File: src/rtl/uart_tx_arbiter.sv
// Purpose: round-robin packet arbiter sharing one uart_tx serializer between NUM_REQ byte-stream requesters.
// Latency: 1 cycle from req_valid_i in IDLE to gnt_o; bytes forward combinationally while granted.
// Backpressure: req_ready_o of the granted requester follows tx_ready_i; all others see 0. Build option: UART_TX_ARB_TIMEOUT_EN.
module uart_tx_arbiter #(
   parameter int NUM_REQ   = 4,
   parameter int TIMEOUT_W = 16,
   localparam int ID_W     = $clog2(NUM_REQ)
) (
   input  logic                   clk_i,
   input  logic                   rst_i,
   input  logic                   cfg_en_i,
   input  logic [TIMEOUT_W-1:0]   cfg_timeout_i,
   input  logic [NUM_REQ-1:0]     req_valid_i,
   input  logic [8*NUM_REQ-1:0]   req_data_i,
   input  logic [NUM_REQ-1:0]     req_last_i,
   output logic [NUM_REQ-1:0]     req_ready_o,
   output logic [NUM_REQ-1:0]     gnt_o,
   output logic [ID_W-1:0]        gnt_id_o,
   output logic [7:0]             tx_data_o,
   output logic                   tx_valid_o,
   input  logic                   tx_ready_i,
   input  logic                   tx_busy_i,
   output logic                   timeout_o
);

   typedef enum logic [1:0] {IDLE, XFER, DRAIN} state_t;

   state_t          state;
   logic [ID_W-1:0] ptr;
   logic            win_vld;
   logic [ID_W-1:0] win_id;
   logic            sel_vld;
   logic            sel_last;
   logic [7:0]      sel_dat;
   logic            xfer;
   logic            xfer_last;

`ifdef UART_TX_ARB_TIMEOUT_EN
   logic [TIMEOUT_W-1:0] stall_cnt;
   logic                 timeout_q;
   logic                 stall_hit;

   assign stall_hit = (cfg_timeout_i != '0) && (stall_cnt == cfg_timeout_i);
   assign timeout_o = timeout_q;
`else
   // Without the timeout a stalled requester keeps the grant until cfg_en_i drops.
   logic unused_cfg_timeout;
   assign unused_cfg_timeout = ^cfg_timeout_i;
   assign timeout_o          = 1'b0;
`endif

   // Scan upward from ptr with wrap; iterating downward lets the nearest index win.
   always_comb begin
      int              idx;
      logic [ID_W-1:0] cand;
      win_vld = 1'b0;
      win_id  = '0;
      idx     = 0;
      cand    = '0;
      for (int i = NUM_REQ - 1; i >= 0; i--) begin
         idx  = (int'(ptr) + i) % NUM_REQ;
         cand = ID_W'(idx);
         if (req_valid_i[cand]) begin
            win_vld = 1'b1;
            win_id  = cand;
         end
      end
   end

   // Forward the granted requester to the serializer; valid is gated by ready because uart_tx samples on valid alone.
   always_comb begin
      sel_vld     = 1'b0;
      sel_last    = 1'b0;
      sel_dat     = '0;
      tx_data_o   = '0;
      tx_valid_o  = 1'b0;
      req_ready_o = '0;
      for (int k = 0; k < NUM_REQ; k++) begin
         if (gnt_id_o == ID_W'(k)) begin
            sel_vld  = req_valid_i[k];
            sel_last = req_last_i[k];
            sel_dat  = req_data_i[8*k +: 8];
         end
      end
      if (state == XFER) begin
         tx_data_o   = sel_dat;
         tx_valid_o  = sel_vld & tx_ready_i;
         req_ready_o = gnt_o & {NUM_REQ{tx_ready_i}};
      end
   end

   assign xfer      = tx_valid_o;
   assign xfer_last = xfer & sel_last;

   // Grant FSM: hold the grant for a whole packet, then until the last frame has left the line.
   always_ff @(posedge clk_i or posedge rst_i) begin
      if (rst_i) begin
         state    <= IDLE;
         ptr      <= '0;
         gnt_o    <= '0;
         gnt_id_o <= '0;
`ifdef UART_TX_ARB_TIMEOUT_EN
         stall_cnt <= '0;
         timeout_q <= 1'b0;
`endif
      end else if (!cfg_en_i) begin
         // Disable abandons any packet; ptr is kept so fairness survives the pause.
         state    <= IDLE;
         gnt_o    <= '0;
         gnt_id_o <= '0;
`ifdef UART_TX_ARB_TIMEOUT_EN
         stall_cnt <= '0;
         timeout_q <= 1'b0;
`endif
      end else begin
`ifdef UART_TX_ARB_TIMEOUT_EN
         timeout_q <= 1'b0;
`endif
         case (state)
            IDLE: begin
               if (win_vld) begin
                  gnt_o    <= NUM_REQ'(1) << win_id;
                  gnt_id_o <= win_id;
                  state    <= XFER;
`ifdef UART_TX_ARB_TIMEOUT_EN
                  stall_cnt <= '0;
`endif
               end
            end
            XFER: begin
               if (xfer_last) begin
                  state <= DRAIN;
               end
`ifdef UART_TX_ARB_TIMEOUT_EN
               else if (stall_hit) begin
                  timeout_q <= 1'b1;
                  state     <= DRAIN;
               end
               // Count only cycles where the serializer could take a byte but the owner has none.
               if (xfer) begin
                  stall_cnt <= '0;
               end else if (tx_ready_i && !sel_vld && (stall_cnt != '1)) begin
                  stall_cnt <= stall_cnt + 1'b1;
               end
`endif
            end
            DRAIN: begin
               if (!tx_busy_i) begin
                  state    <= IDLE;
                  gnt_o    <= '0;
                  gnt_id_o <= '0;
                  ptr      <= (gnt_id_o == ID_W'(NUM_REQ - 1)) ? '0 : gnt_id_o + 1'b1;
               end
            end
            default: state <= IDLE;
         endcase
      end
   end

endmodule

File: config.mk
export PLATFORM = sky130hd
export DESIGN_NAME = uart_tx_arbiter
export DESIGN_NICKNAME = d
export VERILOG_FILES = /design/src/rtl/uart_tx_arbiter.sv
export SDC_FILE = /design/constraint.sdc
export NUM_CORES = 1
export LEC_CHECK = 0
export ABC_AREA = 1
export ABC_CLOCK_PERIOD_IN_PS = 4200
export BUFFER_PORTS_ARGS = -buffer_cell sky130_fd_sc_hd__clkbuf_2
export CORE_MARGIN = 2
export CORE_UTILIZATION = 45
export DETAILED_ROUTE_END_ITERATION = 10
export GPL_TIMING_DRIVEN = 0
export PLACE_DENSITY = 0.91
export SLEW_MARGIN = 30
export SYNTH_ARGS = -nofsm -noshare
export SYNTH_HDL_FRONTEND = slang
export SYNTH_SLANG_ARGS = --single-unit
export TNS_END_PERCENT = 20
File: constraint.sdc
create_clock -name clk_i -period 4.2 [get_ports clk_i]
set_input_delay 0 -clock clk_i [delete_from_list [all_inputs] [get_ports clk_i]]
set_output_delay 0 -clock clk_i [all_outputs]
set_load 0.02 [all_outputs]
==> impl_metrics.py <==
metrics = {
    "clock_network": {
        "clockBufferDepth": 2,
        "h-tree-depth": 1,
        "post_cts_resize_count": 0,
        "cts_buffers": 3,
        "hold_buffers": 1,
        "clock-root-buffer": "clkbuf_4",
        "clk_latency_ns": 0.26,
        "postCtsSetupRepairBufs": 0,
        "clock_sinks": 10,
        "path_clk_slew_ns": 0.07,
        "cts_tree": "built",
    },
    "floorplan": {
        "die_w_um": 55.59,
        "start_util_pct": 47.90,
        "row_count": 18,
        "core-area_um2": 2500,
        "die_h_um": 55.59,
        "die_area_um2": 3090,
        "io-pin-count": 81,
    },
    "global_route": {
        "grt_overflow_total": 0,
        "antenna_found_initial": 0,
        "grt_pass1_vias": 1432,
        "grt_pass1_wl_mm": 5.878,
        "grtUsageTotal_pct": 23.04,
        "grt_max_degree": 11,
    },
    "sta": {
        "rsz0062_at_grt": "false",
        "slew_headroom_pct": 66.37,
        "holdWs_ns": 0.09318,
        "timing.final.crit_period_ns": 2.014,
        "setup_viol": 0,
        "setup_tns_ns": 0,
        "finalHoldViolations": 0,
        "worst_slew_pin_slew_ns": 0.5044,
        "clock.fmax_mhz": 496.4,
        "fin_skew_ns": 0.009802,
        "fin_crit_sh_pct": 47.96,
        "drv_slew": 0,
    },
    "logic_synthesis": {
        "syn_area_um2": 1197,
        "synthTopCellsByArea": "dfrtp_1 (21%), nand2_1 (17%), a21oi_1 (8.8%)",
        "ys_ff_latch": 10,
        "syn_inst": 197,
        "synth_area_per_cell_um2": 6.078,
        "yosysTopAreaCellShare_pct": 20.90,
        "synth_top_area_cell": "dfrtp_1",
        "yosysSeqAreaShare_pct": 20.90,
        "syn_nets": 262,
        "synth_cell_types": 26,
        "yosys_warnings": 0,
        "synth_edf_count": 0,
        "synth_commonest_cells": "nand2_1 (54), nor2_1 (24), a21oi_1 (21), inv_1 (12), o21ai_0 (12)",
        "ys.flop_type": "dfrtp_1",
        "async_reset_ff_share_pct": 100.0,
        "synth.most_common_cell": "nand2_1",
    },
    "power": {
        "p_per_area_nw_per_um2": 638.4,
        "p_clk_share_pct": 6.4,
        "p_switching_mw": 0.5693,
        "power.share.switching_pct": 56.35,
        "seq_power_share_pct": 17.4,
        "p_leak_nw": 0.9004,
        "vdd_drop_max_v": 0.0004424,
        "combPwrFrac_pct": 76.2,
        "internal_power_mw": 0.4411,
    },
    "worst_setup_path": {
        "crit_required_ns": 4.20,
        "crit_path_start": "gnt_id_o[0]$_DFFE_PP0P_",
        "crit_path_end_kind": "output port",
        "cpMostUsedCell": "buf_2",
        "cp_max_fo": 10,
        "r2r_slack_ns": 2.47,
        "timing.rr.end": "state[0]$_DFFE_PP0P_",
        "cp-endpoint": "tx_data_o[1]",
        "cp_slowest_cell": "dfrtp_1",
        "crit_chain": "inv_1 > ha_1 > buf_2 > buf_2 > o31ai_1 > o21ai_0 > nor2_1 > clkbuf_2",
        "critical_path_class": "reg -> out",
        "rr_worst_depth": 10,
        "critPathMaxStageDelay_ns": 0.39,
        "arrival_ns": 2.01,
        "start_kind": "flip-flop",
        "r2r_start": "gnt_id_o[0]$_DFFE_PP0P_",
    },
    "route": {
        "detail_route.vias_per_cell": 5.197,
        "firstDrtPassIters": 4,
        "ant_nets": 0,
        "drt-initial-drc-count": 96,
        "wire_per_inst_um": 11.64,
        "wl_mm": 3.422,
        "drc": 0,
        "vias": 1528,
    },
    "min_path": {
        "hold_path_class": "in -> reg",
    },
    "place": {
        "post_dp_cell_area_um2": 1550,
        "port_buffers": 63,
        "place_hpwl_mm": 2.719,
        "place_congestion": 0.8667,
    },
    "flow_run": {
        "maxCapViolCount": 0,
    },
    "final_layout": {
        "antennaDiodeCount": 0,
        "syn2layout_area_growth_pct": 32.18,
        "drive_above_1_share_pct": 35.23,
        "final_cell_area_um2": 1583,
        "fin_nets": 331,
    },
    "outcome": {
        "status": "finished clean",
    },
}
[kinds of logic (layout without fill, tap and decap cells)]
family                     after synthesis  in the layout  share of synthesized area, %
DFF                                     10             10                         20.90
and+or+nand+nor                        103            103                         39.81
buffers and inverters                   31             98                         12.64
other                                    1              1                        0.3132
adders and majority gates                4              4                         4.180
AOI/OAI and AO/OA                       48             48                         22.15
[area by class of cell]
cell class / instances / area, um^2
fill: 263 / 917.1
multi-input combinational: 156 / 795.8
timing repair buffer: 64 / 325.3
sequential: 10 / 250.2
inverter: 21 / 83.83
buffer: 10 / 67.56
tap: 30 / 37.54
clock buffer: 3 / 22.52
[per-stage QoR]
stage / setup slack, ns / power (mW) / cells / utilization, %
detailed placement: 2.484 / 0.9379 / 290 / 62.01
CTS: 2.194 / 1.009 / 294 / 63.31
floorplan: 2.315 / 0.7494 / 197 / -
finish: 2.186 / 1.010 / 294 / 63.31
global route: 1.960 / 1.123 / 294 / 63.31
global placement: 2.498 / 0.9214 / 290 / 62.01
[state kept, by name, summed over array words and instances, names as in the netlist]
name,count
ptr,2
gnt_id_o,2
state,2
gnt_o,4
[cell usage in the layout, fill, tap and decap left out, types with 8 or more instances in the layout]
master    instances
clkbuf_2         63
o21ai_0          12
nand3_1          11
nor2_1           24
dfrtp_1          10
inv_2             8
inv_1            12
nand2_1          54
o31ai_1           8
a21oi_1          21
[critical path, delay by kind of cell (launching register included)]
| family | cells | cell delay (ns) |
|---|---|---|
| buffers and inverters | 4 | 0.68 |
| DFF | 1 | 0.39 |
| AOI/OAI and AO/OA | 2 | 0.35 |
| adders and majority gates | 1 | 0.20 |
| and+or+nand+nor | 1 | 0.14 |
[metal layers]
metal	part of all wire, %	vias up	global-route usage, %
li1	-	776	-
met5	0	-	0
met3	9.4	4	6.047
met1	42	673	26.30
met4	0.61	0	6.969
met2	48	75	41.67
[worst min path at each step]
stage | cells past startpoint | startpoint | to
final | 4 | tx_busy_i | ptr[1]$_DFFE_PP0P_
after floorplan | 1 | rst_i | gnt_id_o[0]$_DFFE_PP0P_
after CTS | 4 | tx_busy_i | ptr[1]$_DFFE_PP0P_
after global routing | 4 | tx_busy_i | ptr[1]$_DFFE_PP0P_
after global placement | 2 | rst_i | gnt_o[3]$_DFFE_PP0P_
after detailed placement | 2 | rst_i | gnt_o[2]$_DFFE_PP0P_
[power by group through the flow]
stage / clock network, mW / logic [mW] / registers, mW
after floorplan: 0 / 0.547 / 0.203
after detailed placement: 0 / 0.762 / 0.176
after CTS: 0.0644 / 0.768 / 0.176
final: 0.0644 / 0.770 / 0.176
after global routing: 0.0758 / 0.864 / 0.183
after global placement: 0 / 0.746 / 0.175
Power figures use the tool's default switching activity.
